==> src/rtl/simple_pkg.sv <==
// Shared types and phase constants for the SIMPLE processor timing path.
package simple_pkg;

  typedef enum logic [1:0] {
    IDLE,
    RUN,
    STEP,
    HALTED
  } state_t;

  localparam logic [2:0] PHASE_NONE   = 3'd0;
  localparam logic [2:0] PHASE_FIRST  = 3'd1;
  localparam logic [2:0] PHASE_DECODE = 3'd2;
  localparam logic [2:0] PHASE_LAST   = 3'd5;
  localparam int         NUM_PHASES   = 5;

  function automatic logic [NUM_PHASES:1] phase_onehot(
    input logic [2:0] p
  );
    logic [NUM_PHASES:1] v;
    v = '0;
    for (int i = 1; i <= NUM_PHASES; i++)
      v[i] = (p == 3'(i));
    return v;
  endfunction

endpackage

==> src/rtl/phase_slot_timer.sv <==
// Slot/frame timer: walks phases 1..5, each SLOT_CYCLES long,
// and produces the registered phase clocks.
module phase_slot_timer
  import simple_pkg::*;
#(
  parameter int SLOT_CYCLES = 2
) (
  input  logic                  clock,
  input  logic                  reset_n,
  input  logic                  load,
  input  logic                  clear,
  input  logic                  enable,
  output logic [2:0]            phase,
  output logic [NUM_PHASES:1]   pclk,
  output logic                  frame_end
);

  localparam int CW = $clog2(SLOT_CYCLES);
  localparam logic [CW-1:0] LAST_CYC = CW'(SLOT_CYCLES - 1);
  localparam logic [CW-1:0] HALF_CYC = CW'(SLOT_CYCLES / 2);

  logic [CW-1:0] cyc;

  assign frame_end = (phase == PHASE_LAST) && (cyc == LAST_CYC);

  always_ff @(posedge clock or negedge reset_n) begin
    if (!reset_n) begin
      phase <= PHASE_NONE;
      cyc   <= '0;
      pclk  <= '0;
    end else if (load) begin
      phase <= PHASE_FIRST;
      cyc   <= '0;
      pclk  <= phase_onehot(PHASE_FIRST);
    end else if (clear) begin
      phase <= PHASE_NONE;
      cyc   <= '0;
      pclk  <= '0;
    end else if (enable && phase != PHASE_NONE) begin
      if (cyc == LAST_CYC) begin
        cyc   <= '0;
        phase <= phase + 3'd1;
        pclk  <= phase_onehot(phase + 3'd1);
      end else begin
        cyc <= cyc + 1'b1;
        // phase clock drops after the first half of the slot
        if (cyc + 1'b1 == HALF_CYC)
          pclk <= '0;
      end
    end
  end

endmodule

==> src/rtl/phase_sequencer.sv <==
// Run/halt/step controller for the 5-phase SIMPLE datapath with
// HLT latch and retired-instruction counter.
module phase_sequencer
  import simple_pkg::*;
#(
  parameter int SLOT_CYCLES = 2,
  parameter int COUNT_WIDTH = 16
) (
  input  logic                   clock,
  input  logic                   reset_n,
  input  logic                   start,
  input  logic                   stop,
  input  logic                   step,
  input  logic                   halt_req,
  output logic                   clockp1,
  output logic                   clockp2,
  output logic                   clockp3,
  output logic                   clockp4,
  output logic                   clockp5,
  output logic [2:0]             phase,
  output logic                   running,
  output logic                   halted,
  output logic [COUNT_WIDTH-1:0] instr_count
);

  state_t              state;
  logic                hlatch;
  logic                halt_now;
  logic                hlt_seen;
  logic                load;
  logic                clear;
  logic                enable;
  logic                frame_end;
  logic [NUM_PHASES:1] pclk;

  assign halt_now = stop | hlatch;
  assign hlt_seen = halt_req && (phase == PHASE_DECODE);

  always_comb begin
    load   = 1'b0;
    clear  = 1'b0;
    enable = 1'b0;
    unique case (state)
      IDLE:   load = start;
      RUN: begin
        if (frame_end) begin
          load  = !halt_now;
          clear = halt_now;
        end else begin
          enable = 1'b1;
        end
      end
      STEP: begin
        if (frame_end) clear = 1'b1;
        else           enable = 1'b1;
      end
      HALTED: load = start | step;
      default: ;
    endcase
  end

  always_ff @(posedge clock or negedge reset_n) begin
    if (!reset_n) begin
      state       <= IDLE;
      running     <= 1'b0;
      halted      <= 1'b0;
      hlatch      <= 1'b0;
      instr_count <= '0;
    end else begin
      unique case (state)
        IDLE: begin
          if (start) begin
            state   <= RUN;
            running <= 1'b1;
          end
        end
        RUN: begin
          if (frame_end) begin
            instr_count <= instr_count + 1'b1;
            hlatch      <= 1'b0;
            if (halt_now) begin
              state   <= HALTED;
              running <= 1'b0;
              halted  <= 1'b1;
            end
          end else if (hlt_seen) begin
            hlatch <= 1'b1;
          end
        end
        STEP: begin
          if (frame_end) begin
            instr_count <= instr_count + 1'b1;
            hlatch      <= 1'b0;
            state       <= HALTED;
            running     <= 1'b0;
            halted      <= 1'b1;
          end else if (hlt_seen) begin
            hlatch <= 1'b1;
          end
        end
        HALTED: begin
          if (start) begin
            state   <= RUN;
            running <= 1'b1;
            halted  <= 1'b0;
          end else if (step) begin
            state   <= STEP;
            running <= 1'b1;
            halted  <= 1'b0;
          end
        end
        default: state <= IDLE;
      endcase
    end
  end

  phase_slot_timer #(
    .SLOT_CYCLES(SLOT_CYCLES)
  ) u_timer (
    .clock    (clock),
    .reset_n  (reset_n),
    .load     (load),
    .clear    (clear),
    .enable   (enable),
    .phase    (phase),
    .pclk     (pclk),
    .frame_end(frame_end)
  );

  assign clockp1 = pclk[1];
  assign clockp2 = pclk[2];
  assign clockp3 = pclk[3];
  assign clockp4 = pclk[4];
  assign clockp5 = pclk[5];

endmodule
==> config.mk <==
export PLATFORM = sky130hd
export DESIGN_NAME = phase_sequencer
export DESIGN_NICKNAME = d
export VERILOG_FILES = /design/src/rtl/simple_pkg.sv /design/src/rtl/phase_slot_timer.sv /design/src/rtl/phase_sequencer.sv
export SDC_FILE = /design/constraint.sdc
export NUM_CORES = 1
export LEC_CHECK = 0
export CORE_UTILIZATION = 26
export DETAILED_ROUTE_END_ITERATION = 6
export GPL_ROUTABILITY_DRIVEN = 0
export SKIP_CTS_REPAIR_TIMING = 1
export SLEW_MARGIN = 10
export SYNTH_ARGS = -nofsm -noshare
export SYNTH_HDL_FRONTEND = slang
export SYNTH_SLANG_ARGS = --single-unit
==> constraint.sdc <==
create_clock -name clock -period 2.6 [get_ports clock]
set_input_delay 0.39 -clock clock [delete_from_list [all_inputs] [get_ports clock]]
set_output_delay 0.39 -clock clock [all_outputs]
set_load 0.005 [all_outputs]
==> results.cfg, run 1 <==
[cells_and_area]
mostFrequentLayoutCell = clkdlybuf4s50_1
drive_gt1_share_pct = 9.23
instances_no_fill = 270
final_nets = 214
syn_to_final_growth_pct = 32.5
final_cell_mix = clkdlybuf4s50_1, dfrtp_1, ha_1, nand2_1, xnor2_1
finalInstanceArea_sq_um = 2190
insertedDiodeCount = 0

[worst_setup_path]
worstPathCellList = inv_1 -> ha_1 -> and4_1 -> nand4_4 -> or3b_1 -> xnor2_1
cp_num_buf_inv = 1
critical-path-top-delay-family = simple AND/OR/NAND/NOR gates
cp.arrival_ns = 2.26
rrSetupSlack_ns = 0.51
critical_path_class = register to register
critPathLaunchType = register
cp-end-kind = register
worstPathRequired_ns = 2.77
path_max_fanout = 8
cpMaxStageDelayCell = ha_1
critPathMaxStageDelay_ns = 0.42

[die]
initial_core_util_pct = 27.5
num_rows = 28
die_w_microns = 81.8
pin_count = 32
fp.dieH_microns = 81.8
core_sq_um = 6030
dieArea_sq_um = 6690

[route]
drc_errors = 0
wl_microns = 3340
dr_total_vias = 1269
antenna_left = 0
dr.pass1.iters = 4
viasPerCell = 4.70
drt_iter0_markers = 39
wire_per_inst_microns = 12.4

[sta]
finalHoldViolCount = 0
setup_tns_ns = 0
relSlewSlack_pct = 72.6
fmax_ghz = 0.479
slew_violations = 0
worst_slew_pin_slew_ns = 0.407
grt_setup_unrepaired = no
setup_viol = 0
worst_clock_skew_ns = 0.00551
min_period_ns = 2.09
period_share_pct = 80.3

[synth]
ys.warnings.count = 0
syn_inst = 157
synth_area_sq_um = 1660
synthArstFlopShare_pct = 100
synth_edf_count = 0
avgSynthCellArea_sq_um = 10.6
synth_nets = 177
yosysSeqAreaShare_pct = 45.3
ys_ff_latch = 30
ys.flop_type = dfrtp_1
ys_types = 40

[cts]
htreeDepth = 2
cts_tree = built
clkTransAtPathRegs_ns = 0.07
cts_sinks = 30
cts_buffers = 5
root_buffer = clkbuf_8
cts_max_path_buffers = 2
clock_latency_ns = 0.28

[power]
worst_ir_drop_vdd_mv = 0.285
total_power_uw = 1080
power_density_nw_per_um2 = 492
p_leak_uw = 0.000997

[placed_design]
numPlacedInstances = 262
placed_area_sq_um = 2050
port_buffers = 31
dp_hpwl_microns = 2500

[global_route]
antenna_found_initial = 0
grt_pass1_vias = 1308
grt.overflow.total = 0
grt_max_degree = 31
grt_use_total_pct = 11.7
grt_first_pass_wirelength_microns = 5840

[outcome]
status = finished clean

[hold_path]
hp-class = register to register

[run]
cap_viol_max_count = 0
==> cells by family after synthesis <==
family | share of synthesized area [%]
fa+ha+maj | 10.6
compound gates | 9.67
flops | 45.3
simple gates | 18.7
mux | 2.57
buf+inv | 3.70
xor+xnor | 9.52
==> through the flow <==
stage / setup slack [ns] / utilization (%) / hold WS, ns
6_report: 0.513 / 36.4 / 0.479
5_1_grt: 0.337 / 36.4 / 0.499
4_1_cts: 0.488 / 36.4 / 0.484
3_5_place_dp: 0.488 / 34.1 / 0.474
3_3_place_gp: 0.568 / 34.1 / 0.463
2_1_floorplan: 0.708 / - / 0.0944
==> synthesized netlist by cell type (all sizes together), types with 4 or more instances <==
cell	instances	area, sq um
dfrtp	30	751
ha	14	175
nand2	13	48.8
xnor2	13	114
nor2	11	41.3
inv	10	37.5
nand4	8	65.1
nand3	5	25.0
xor2	5	43.8
a21oi	4	20.0
and4	4	36.3
o21ai	4	20.0
==> worst paths after layout <==
path,startpoint,endpoint,cells past startpoint
hold / removal,instr_count[15]$_DFFE_PN0P_,instr_count[15]$_DFFE_PN0P_,1
min in group asynchronous,reset_n,instr_count[5]$_DFFE_PN0P_,2
setup reg to reg,state[1]$_DFFE_PN0P_,instr_count[14]$_DFFE_PN0P_,6
max in group asynchronous,reset_n,running$_DFFE_PN0P_,2
setup / recovery,state[1]$_DFFE_PN0P_,instr_count[14]$_DFFE_PN0P_,6
hold reg to reg,instr_count[15]$_DFFE_PN0P_,instr_count[15]$_DFFE_PN0P_,1
==> where the power goes <==
| part | internal [uW] | total, uW | switching, uW |
|---|---|---|---|
| clock network | 409 | 592 | 183 |
| registers | 467 | 467 | 0 |
| logic | 9.27 | 21.7 | 12.5 |
==> cell type report <==
| type | instances | area, sq um |
|---|---|---|
| Fill cell | 614 | 3830 |
| Multi-Input combinational cell | 114 | 845 |
| Sequential cell | 30 | 751 |
| Timing Repair Buffer | 33 | 325 |
| Tap cell | 75 | 93.8 |
| Clock buffer | 6 | 82.6 |
| Clock inverter | 2 | 60.1 |
| Inverter | 10 | 37.5 |
==> layer usage <==
layer | routed length, microns | GRT usage [%] | up-vias
met5 | 0 | 0 | -
met4 | 45 | 5.79 | 0
met3 | 162 | 3.44 | 5
met2 | 1590 | 19.0 | 30
met1 | 1540 | 13.9 | 608
li1 | - | - | 626
==> state kept, by name, summed over array words and instances (netlist names) <==
register / count
halted: 1
hlatch: 1
instr_count: 16
running: 1
state: 2
u_timer.cyc: 1
u_timer.pclk: 5
u_timer.phase: 3
==> worst reg2reg max path, cell delays in order (launching register included) <==
cell,delay [ns]
dfrtp_1,0.41
inv_1,0.10
ha_1,0.42
and4_1,0.37
nand4_4,0.17
or3b_1,0.39
xnor2_1,0.13
Note: power is estimated with default switching activity, not from simulation.
==> run 2: changes to the inputs <==
==> constraint.sdc (replaced) <==
create_clock -name clock -period 1.9 [get_ports clock]
set_input_delay 0.285 -clock clock [delete_from_list [all_inputs] [get_ports clock]]
set_output_delay 0.285 -clock clock [all_outputs]
set_load 0.005 [all_outputs]
==> results.cfg, run 2 (same netlist as run 1, synthesis figures left out) <==
[global_route]
grt.overflow.total = 0
grt_max_degree = 31
grt_use_met2_pct = 19.5
grt_pass1_vias = 1308
antenna_found_initial = 0
grt-busiest-layer = met2
use_met3_pct = 3.56
grt_first_pass_wirelength_microns = 6020
grtUsageMet1_pct = 15.0
grt_use_total_pct = 12.1

[sta]
min_period_ns = 1.79
setup_tns_ns = 0
worst_clock_skew_ns = 0.00409
slew_violations = 0
relSlewSlack_pct = 74.0
grt_setup_unrepaired = no
setup_viol = 0
period_share_pct = 94.1
finalHoldViolCount = 0
fmax_ghz = 0.559
worst_slew_pin_slew_ns = 0.390

[cts]
cts_sinks = 30
cts_buffers = 5
clock_latency_ns = 0.28
root_buffer = clkbuf_8
htreeDepth = 2
cts_max_path_buffers = 2
cts_tree = built
clkTransAtPathRegs_ns = 0.06

[route]
antenna_left = 0
drt_iter0_markers = 75
wire_per_inst_microns = 12.5
wl_microns = 3520
dr_total_vias = 1327
dr.pass1.iters = 4
drc_errors = 0
viasPerCell = 4.71

[worst_setup_path]
crit_path_start = state[1]$_DFFE_PN0P_
reg2reg_to = state[1]$_DFFE_PN0P_
rrSetupSlack_ns = 0.11
crit_end = state[1]$_DFFE_PN0P_
reg2reg_from = state[1]$_DFFE_PN0P_
rr_worst_depth = 6
critical_path_class = register to register
worstPathRequired_ns = 2.06
cp-end-kind = register
cp.arrival_ns = 1.95
critPathLaunchType = register
path_max_fanout = 5

[power]
p_seq_share_pct = 53.5
pwr-share-clk_pct = 44.0
worst_ir_drop_vdd_mv = 0.247
p_int_uw = 943
combinationalPowerShare_pct = 2.5
power_switching_uw = 251
power_density_nw_per_um2 = 533
p_leak_uw = 0.00103
swShare_pct = 21.0

[die]
fp.dieH_microns = 81.8
core_sq_um = 6030
initial_core_util_pct = 27.5
dieArea_sq_um = 6690
die_w_microns = 81.8
pin_count = 32
num_rows = 28

[cells_and_area]
insertedDiodeCount = 0
drive_gt1_share_pct = 15.5
final_cell_mix = clkdlybuf4s50_1, dfrtp_1, buf_4
final_nets = 226
largest_reg_flops = 16
mostFrequentLayoutCell = clkdlybuf4s50_1
top_regs = instr_count (16), u_timer.pclk (5), u_timer.phase (3)
finalInstanceArea_sq_um = 2240
fillers = 611
utilization_pct = 37.2
regMostFlops = instr_count
syn_to_final_growth_pct = 35.3

[run]
cap_viol_max_count = 0

[placed_design]
dp_hpwl_microns = 2600
placed_area_sq_um = 2140
port_buffers = 31

[outcome]
status = finished clean

[hold_path]
hp-class = input port to asynchronous set/reset pin
run 2: worst max-delay path, cell delays in order (launching register included):
cell	delay, ns
dfrtp_2	0.43
inv_1	0.11
ha_2	0.20
or3b_2	0.44
o221ai_1	0.12
a21oi_2	0.09
mux2_2	0.28
run 2: how the worst min path moves through the flow:
stage                                           start                     endpoint  slack (ns)  cells after the start
after floorplan                               reset_n           halted$_DFFE_PN0P_       -0.01                      0
after global placement    instr_count[15]$_DFFE_PN0P_  instr_count[15]$_DFFE_PN0P_        0.47                      1
after detailed placement  instr_count[15]$_DFFE_PN0P_  instr_count[15]$_DFFE_PN0P_        0.47                      1
after CTS                                     reset_n  u_timer.pclk[5]$_DFFE_PN0P_        0.42                      2
after global routing                          reset_n  instr_count[12]$_DFFE_PN0P_        0.43                      2
final                                         reset_n  instr_count[11]$_DFFE_PN0P_        0.40                      2
run 2: per-stage QoR:
step                power, uW  instances  setup WS, ns  hold slack [ns]
finish                   1190        282         0.112            0.401
CTS                      1220        282        0.0439            0.416
global route             1250        282        0.0124            0.431
detailed placement        682        274        0.0282            0.472
global placement          682        274        0.0468            0.466
floorplan                 654        157       0.00782          -0.0106
run 2: final cells by class:
class                      count  area [sq um]  area share [%]
multi-input combinational    114           851            38.0
sequential                    30           752            33.6
timing repair buffer          45           415            18.5
tap                           75          93.8            4.19
clock buffer                   7          86.3            3.85
inverter                      10          37.5            1.68
clock inverter                 1          5.00           0.223
run 2: metal layers:
metal / wire length [microns] / vias up / share of wire (%)
met2: 1740 / 26 / 49
met1: 1570 / 643 / 45
met3: 164 / 5 / 4.7
met4: 42 / 0 / 1.2
met5: 0 / - / 0
li1: - / 653 / -
run 2: power by group through the flow:
stage | Combinational, uW | Sequential [uW] | Clock [uW]
after global routing | 34.3 | 638 | 575
final | 29.8 | 639 | 526
after global placement | 31.3 | 651 | 0
after CTS | 31.5 | 639 | 551
after floorplan | 3.35 | 651 | 0
after detailed placement | 31.4 | 651 | 0
==> run 3: changes to the inputs <==
--- a/config.mk
+++ b/config.mk
@@ -8,6 +8,7 @@
 export CORE_UTILIZATION = 26
 export DETAILED_ROUTE_END_ITERATION = 6
 export GPL_ROUTABILITY_DRIVEN = 0
+export GPL_TIMING_DRIVEN = 1
 export SKIP_CTS_REPAIR_TIMING = 1
 export SLEW_MARGIN = 10
 export SYNTH_ARGS = -nofsm -noshare
==> results of run 3 <==
The final DEF is identical to that of run 2; final timing and power are the same.
